**src/rtl/program_loader_if.sv**
```systemverilog
// program_loader_if: byte-stream input and instruction-memory write port of the
// program loader. The slave modport is the loader's side, master the host/memory side.
interface program_loader_if;
  logic [7:0]  byteIn;
  logic        byteValid;
  logic        byteReady;
  logic        imemWrEn;
  logic [31:0] imemAddr;
  logic [31:0] imemData;

  modport master (
    output byteIn, byteValid,
    input  byteReady, imemWrEn, imemAddr, imemData
  );

  modport slave (
    input  byteIn, byteValid,
    output byteReady, imemWrEn, imemAddr, imemData
  );
endinterface

```
**src/rtl/program_loader.sv**
```systemverilog
// program_loader: boot/launch controller. Streams a program in as bytes, packs them
// big-endian into 32-bit words, writes them to instruction memory, keeps the core PC
// pinned to startAddress while loading, then releases the core and waits for
// endProgram or a run timeout. Every output is registered.
// Optional checksum trailer: define PROGRAM_LOADER_CHECKSUM_EN.
module program_loader #(
  parameter int unsigned RUN_TIMEOUT   = 1000000,
  parameter int unsigned SETTLE_CYCLES = 2
) (
  input  logic            clk,
  input  logic            rst_n,
  input  logic            start,
  input  logic [31:0]     loadBase,
  input  logic [15:0]     wordCount,
  program_loader_if.slave bus,
  output logic            pcSelect,
  output logic [31:0]     startAddress,
  input  logic            endProgram,
  output logic            busy,
  output logic            done,
  output logic            error
);

  typedef enum logic [2:0] {IDLE, LOAD, LAUNCH, RUN, DONE} state_t;

  state_t      state, stateNext;
  logic [15:0] total, totalNext;
  logic [15:0] wordIdx, wordIdxNext;
  logic [1:0]  byteCnt, byteCntNext;
  logic [23:0] shift, shiftNext;
  logic        allBytes, allBytesNext;
  logic [31:0] timer, timerNext;
  logic [31:0] baseNext;
  logic        byteReadyNext, imemWrEnNext;
  logic [31:0] imemAddrNext, imemDataNext;
  logic        pcSelectNext, busyNext, doneNext, errorNext;
  logic        accept;
  logic [31:0] word;
`ifdef PROGRAM_LOADER_CHECKSUM_EN
  logic [31:0] sum, sumNext;
`endif

  assign accept = bus.byteValid && bus.byteReady;
  assign word   = {shift, bus.byteIn};

  // Next-state and next-output logic; all registers hold unless a state acts on them
  always_comb begin
    stateNext    = state;
    totalNext    = total;
    wordIdxNext  = wordIdx;
    byteCntNext  = byteCnt;
    shiftNext    = shift;
    allBytesNext = allBytes;
    timerNext    = timer;
    baseNext     = startAddress;
    imemWrEnNext = 1'b0;
    imemAddrNext = bus.imemAddr;
    imemDataNext = bus.imemData;
    errorNext    = error;
`ifdef PROGRAM_LOADER_CHECKSUM_EN
    sumNext      = sum;
`endif
    case (state)
      IDLE, DONE: begin
        if (start) begin
          baseNext     = loadBase;
          totalNext    = wordCount;
          wordIdxNext  = 16'd0;
          byteCntNext  = 2'd0;
          timerNext    = 32'd0;
          errorNext    = 1'b0;
          allBytesNext = (wordCount == 16'd0);
`ifdef PROGRAM_LOADER_CHECKSUM_EN
          sumNext      = 32'd0;
          stateNext    = LOAD;
`else
          stateNext    = (wordCount == 16'd0) ? LAUNCH : LOAD;
`endif
        end
      end
      LOAD: begin
        if (accept) begin
          byteCntNext = byteCnt + 2'd1;
          shiftNext   = {shift[15:0], bus.byteIn};
          if (byteCnt == 2'd3) begin
            if (!allBytes) begin
              imemWrEnNext = 1'b1;
              imemAddrNext = startAddress + {14'd0, wordIdx, 2'b00};
              imemDataNext = word;
              wordIdxNext  = wordIdx + 16'd1;
              allBytesNext = ((wordIdx + 16'd1) == total);
`ifdef PROGRAM_LOADER_CHECKSUM_EN
              sumNext      = sum + word;
`endif
            end
`ifdef PROGRAM_LOADER_CHECKSUM_EN
            else begin
              timerNext = 32'd0;
              if (word == sum) begin
                stateNext = LAUNCH;
              end else begin
                stateNext = DONE;
                errorNext = 1'b1;
              end
            end
`endif
          end
        end
`ifndef PROGRAM_LOADER_CHECKSUM_EN
        if (allBytes && bus.imemWrEn) begin
          stateNext = LAUNCH;
          timerNext = 32'd0;
        end
`endif
      end
      LAUNCH: begin
        if (timer == SETTLE_CYCLES - 1) begin
          stateNext = RUN;
          timerNext = 32'd0;
        end else begin
          timerNext = timer + 32'd1;
        end
      end
      RUN: begin
        if (endProgram) begin
          stateNext = DONE;
          errorNext = 1'b0;
        end else if (timer == RUN_TIMEOUT - 1) begin
          stateNext = DONE;
          errorNext = 1'b1;
        end else begin
          timerNext = timer + 32'd1;
        end
      end
      default: stateNext = IDLE;
    endcase

`ifdef PROGRAM_LOADER_CHECKSUM_EN
    byteReadyNext = (stateNext == LOAD);
`else
    byteReadyNext = (stateNext == LOAD) && !allBytesNext;
`endif
    pcSelectNext = (stateNext != RUN);
    busyNext     = (stateNext == LOAD) || (stateNext == LAUNCH) || (stateNext == RUN);
    doneNext     = (stateNext == DONE);
  end

  // State and registered outputs; reset drops any partially assembled word
  always_ff @(posedge clk or negedge rst_n) begin
    if (!rst_n) begin
      state         <= IDLE;
      total         <= 16'd0;
      wordIdx       <= 16'd0;
      byteCnt       <= 2'd0;
      shift         <= 24'd0;
      allBytes      <= 1'b0;
      timer         <= 32'd0;
      startAddress  <= 32'd0;
      bus.byteReady <= 1'b0;
      bus.imemWrEn  <= 1'b0;
      bus.imemAddr  <= 32'd0;
      bus.imemData  <= 32'd0;
      pcSelect      <= 1'b1;
      busy          <= 1'b0;
      done          <= 1'b0;
      error         <= 1'b0;
`ifdef PROGRAM_LOADER_CHECKSUM_EN
      sum           <= 32'd0;
`endif
    end else begin
      state         <= stateNext;
      total         <= totalNext;
      wordIdx       <= wordIdxNext;
      byteCnt       <= byteCntNext;
      shift         <= shiftNext;
      allBytes      <= allBytesNext;
      timer         <= timerNext;
      startAddress  <= baseNext;
      bus.byteReady <= byteReadyNext;
      bus.imemWrEn  <= imemWrEnNext;
      bus.imemAddr  <= imemAddrNext;
      bus.imemData  <= imemDataNext;
      pcSelect      <= pcSelectNext;
      busy          <= busyNext;
      done          <= doneNext;
      error         <= errorNext;
`ifdef PROGRAM_LOADER_CHECKSUM_EN
      sum           <= sumNext;
`endif
    end
  end

endmodule

```
**src/flat_wrapper.sv**
```systemverilog
// flat-port wrapper written by rule: the top's interface ports become plain ports
module program_loader_flat 
#(
  parameter int unsigned RUN_TIMEOUT   = 1000000,
  parameter int unsigned SETTLE_CYCLES = 2
)
  (clk, rst_n, start, loadBase, wordCount, pcSelect, startAddress, endProgram, busy, done, error, bus_byteIn, bus_byteValid, bus_byteReady, bus_imemWrEn, bus_imemAddr, bus_imemData);
  program_loader_if bus_i ();
  input  logic clk;
  input  logic rst_n;
  input  logic start;
  input  logic [31:0] loadBase;
  input  logic [15:0] wordCount;
  output logic pcSelect;
  output logic [31:0] startAddress;
  input  logic endProgram;
  output logic busy;
  output logic done;
  output logic error;
  input wire logic [$bits(bus_i.byteIn)-1:0] bus_byteIn;
  input wire logic [$bits(bus_i.byteValid)-1:0] bus_byteValid;
  output wire logic [$bits(bus_i.byteReady)-1:0] bus_byteReady;
  output wire logic [$bits(bus_i.imemWrEn)-1:0] bus_imemWrEn;
  output wire logic [$bits(bus_i.imemAddr)-1:0] bus_imemAddr;
  output wire logic [$bits(bus_i.imemData)-1:0] bus_imemData;
  assign bus_i.byteIn = bus_byteIn;
  assign bus_i.byteValid = bus_byteValid;
  assign bus_byteReady = bus_i.byteReady;
  assign bus_imemWrEn = bus_i.imemWrEn;
  assign bus_imemAddr = bus_i.imemAddr;
  assign bus_imemData = bus_i.imemData;
  program_loader #(.RUN_TIMEOUT(RUN_TIMEOUT), .SETTLE_CYCLES(SETTLE_CYCLES)) u_core (.clk(clk), .rst_n(rst_n), .start(start), .loadBase(loadBase), .wordCount(wordCount), .bus(bus_i), .pcSelect(pcSelect), .startAddress(startAddress), .endProgram(endProgram), .busy(busy), .done(done), .error(error));
endmodule
```
**config.mk**
```make
export PLATFORM = sky130hd
export DESIGN_NAME = program_loader_flat
export DESIGN_NICKNAME = d
export VERILOG_FILES = /design/src/rtl/program_loader_if.sv /design/src/rtl/program_loader.sv /design/src/flat_wrapper.sv
export SDC_FILE = /design/constraint.sdc
export NUM_CORES = 1
export LEC_CHECK = 0
export ABC_AREA = 1
export BUFFER_PORTS_ARGS = -buffer_cell sky130_fd_sc_hd__buf_2
export CAP_MARGIN = 30
export CORE_MARGIN = 10
export CORE_UTILIZATION = 30
export DETAILED_ROUTE_END_ITERATION = 10
export GPL_ROUTABILITY_DRIVEN = 0
export SYNTH_ARGS = -nofsm -noshare
export SYNTH_HDL_FRONTEND = slang
export SYNTH_SLANG_ARGS = --single-unit
```
**constraint.sdc**
```tcl
create_clock -name clk -period 2.3 [get_ports clk]
set_input_delay 0.115 -clock clk [delete_from_list [all_inputs] [get_ports clk]]
set_output_delay 0.115 -clock clk [all_outputs]
set_load 0.01 [all_outputs]
```
==> summary.md <==
| Metric | Value |
|---|---|
| Synth Cell Area | `10300 um2` |
| Dpl hpwl | `23800 um` |
| Row count | `67` |
| Syn_nets | `1449` |
| ANT cells | `0` |
| Global route total overflow | `0` |
| Most common cell in the synthesized netlist | `nand2_1` |
| Crit Path Class | `reg2reg` |
| Clock transition at path regs | `0.08 ns` |
| Hold Path Origin | `endProgram` |
| Max stage delay cell, worst path | `dfrtp_2` |
| Period minus WS final | `2.21 ns` |
| Maxcap violations | `0` |
| Hold Vio Cnt, Final | `0` |
| Fin area | `13200 um2` |
| Pwr Density | `1130 nW/um2` |
| First-pass GRT wire length | `50900 um` |
| Vias in the first global route | `9511` |
| CTS Buffer Depth | `2` |
| CTS tree | `yes` |
| Top post-synthesis cells by count | `nand2_1, dfrtp_1, inv_1` |
| Routed len/inst | `15.4 um` |
| Die Width | `206 um` |
| DRT Wirelength | `31800 um` |
| Initial antenna violation count | `0` |
| Worst vdd ir | `0.607 mV` |
| Static Leakage | `6.25 nW` |
| Crit-path max cell delay | `0.45 ns` |
| CP Launch Point | `u_core.wordIdx[12]$_DFFE_PN0P_` |
| Finished Layout Cells | `2063` |
| Placed cell area | `11900 um2` |
| EDFF count, synth | `0` |
| Remaining DRCs | `0` |
| HP Class | `in2reg` |
| Tot Pwr | `14.9 mW` |
| Most frequent CP cell | `nand2_1` |
| Syn_area_per_cell | `7.56 um2` |
| Mapped Cells | `1367` |
| Io pins | `163` |
| Num Clock Sinks | `196` |
| Clk Latency, worst-skew pair | `0.44 ns` |
| Crit path required time | `2.63 ns` |
| Yosys top cell area share | `47.2%` |
| Post-DR vias/cell | `4.75` |
| Die boundary height | `206 um` |
| FMAX | `453 MHz` |
| Yosys top cell by area | `dfrtp_1` |
| TritonCTS buffer count | `17` |
| Starting Density | `30.6%` |
| Initial detailed-routing violation count | `691` |
| Area growth syn-to-layout | `27.4%` |
| Layout cell share with drive strength beyond 1 | `17.4%` |
| Initial DRT Pass Iterations | `5` |
| Ys Warns | `0` |
| Max Clock Skew | `0.0110 ns` |
| CP cell instances | `ha_2 > nand2_1 > inv_1 > and3_1 > nand4_1 > nand3_2 > and2_1 > or2_2 > nand3_1 > nand2_1` |
| DP Cell Count | `1972` |
| Final Max Slew Viols | `0` |
| Worst rel slew slack | `57.5%` |
| Tightest Pin Transition | `0.637 ns` |
| Final TNS setup | `0 ns` |
| Fin nets | `1684` |
| Status | `complete, no violations` |
| Clk root buf | `clkbuf_16` |
| Asr flop ratio synth | `100%` |
| Total vias in the final route | `9804` |
| Seq/Total Area, Yosys | `47.5%` |
| Die area | `42300 um2` |
| Synth top area cells | `dfrtp_1, nand2_1, o21ai_0, inv_1, nor2_1` |
| Main synth FF type | `dfrtp_1` |
| Gr usage total | `15.1%` |
| Crit share post-route | `96.0%` |
| Final setup vio count | `0` |
| Critical path fanouts, max | `5` |
| Largest net degree at the start of global routing | `72` |
| Nature of the critical path startpoint | `flop` |
| Core ar. | `33800 um2` |
| Crit end category | `flop` |
| Port buffer count | `162` |
| Yosys cell types | `41` |
| R2r startpoint | `u_core.wordIdx[12]$_DFFE_PN0P_` |
| Data arrival, critical path | `2.54 ns` |
| Synth Register Bits | `196` |
| H-tree depth | `4` |
| Remaining antenna violation count | `0` |
==> layout make-up <==
class / count / area [um2]
clock inverter: 14 / 145
clock buffer: 18 / 429
timing repair buffer: 258 / 1740
multi-input combinational: 1004 / 4900
sequential: 196 / 4910
fill: 3502 / 20600
inverter: 125 / 475
tap: 448 / 561
==> sequential cells by signal, indices dropped and copies added (netlist names) <==
signal and flops:
u_core.bus.imemAddr 32, u_core.bus.imemData 32, u_core.startAddress 32, u_core.timer 32, u_core.shift 24, u_core.total 16
u_core.wordIdx 16, u_core.state 3, u_core.byteCnt 2, u_core.allBytes 1, u_core.bus.byteReady 1, u_core.bus.imemWrEn 1
u_core.busy 1, u_core.done 1, u_core.error 1, u_core.pcSelect 1
==> report_power, final <==
group	internal, mW	switching [mW]
Combinational	2.34	3.89
Sequential	4.72	0.996
Clock	1.53	1.45
==> cell families (layout without fill, tap and decap cells) <==
kind of cell	count (synthesis)	in the layout	share of synthesized area, %
AND/OR/NAND/NOR	737	737	29.6
adder cells (fa/ha/maj)	21	21	2.62
XOR/XNOR	44	44	3.73
flip-flops	196	196	47.5
AO/OA/AOI/OAI	202	202	10.2
buffers and inverters	167	415	6.30
==> worst paths after layout <==
path | endpoint | slack [ns] | cells after the start
max | u_core.bus.imemAddr[29]$_DFFE_PN0P_ | 0.09 | 10
min | u_core.error$_DFFE_PN0P_ | 0.04 | 4
max reg2reg | u_core.bus.imemAddr[29]$_DFFE_PN0P_ | 0.09 | 10
min reg2reg | u_core.bus.imemData[2]$_DFFE_PN0P_ | 0.47 | 2
max in group asynchronous | u_core.pcSelect$_DFF_PN1_ | 1.24 | 3
min in group asynchronous | u_core.bus.imemAddr[23]$_DFFE_PN0P_ | 0.25 | 2
==> layer usage <==
layer  track usage (%)  share of wire [%]
met4              4.57                2.2
met5                 0                  0
met1              20.0                 46
met3              3.29                5.8
met2              24.0                 46
==> placed cells by master, fill, tap and decap left out, types with 3 or more instances in the layout <==
cell type	Yosys	routed
a31oi_1	9	9
buf_4	0	34
clkbuf_16	0	17
nand3b_1	7	7
nand2_1	482	482
inv_1	121	118
dfrtp_2	0	3
clkinvlp_4	0	5
o22ai_1	14	14
ha_2	0	5
dfrtp_1	195	192
nor4_1	8	8
buf_2	7	161
nand4_1	25	25
ha_4	0	4
inv_6	0	4
inv_2	3	4
nor2_2	2	4
nand3_1	59	57
and2_1	3	3
xnor2_1	16	16
o21ai_0	118	113
a21oi_1	50	43
buf_12	0	4
ha_1	20	11
nor3_1	26	25
dlygate4sd3_1	0	57
xor2_1	28	28
nor2_1	109	106
o21ai_1	4	7
or2_2	7	7
a21oi_2	0	7
==> critical path: cells and delay by family (launching register included) <==
kind          cells  cell delay [ns]
simple gates      8             1.24
flops             1             0.45
fa+ha+maj         1             0.33
buf+inv           1             0.08
==> timing repair <==
action | in CTS | in global routing
setup buffers | 0 | 2
resized for setup | 3 | 35
pin swaps | 0 | 1
endpoints found under the hold margin | 132 | 0
endpoints found under the setup margin | 2 | 50
hold buffers | 57 | 0
==> metrics by stage <==
stage / setup WS, ns / util, % / hold WS (ns)
after CTS: 0.0123 / 38.5 / 0.0187
after floorplan: 0.243 / - / -0.181
after global routing: -0.00896 / 38.9 / 0.0440
after detailed placement: -0.0771 / 35.1 / 0.193
after global placement: -0.119 / 35.1 / 0.190
final: 0.0927 / 38.9 / 0.0393
(Power assumes the default switching activity.)
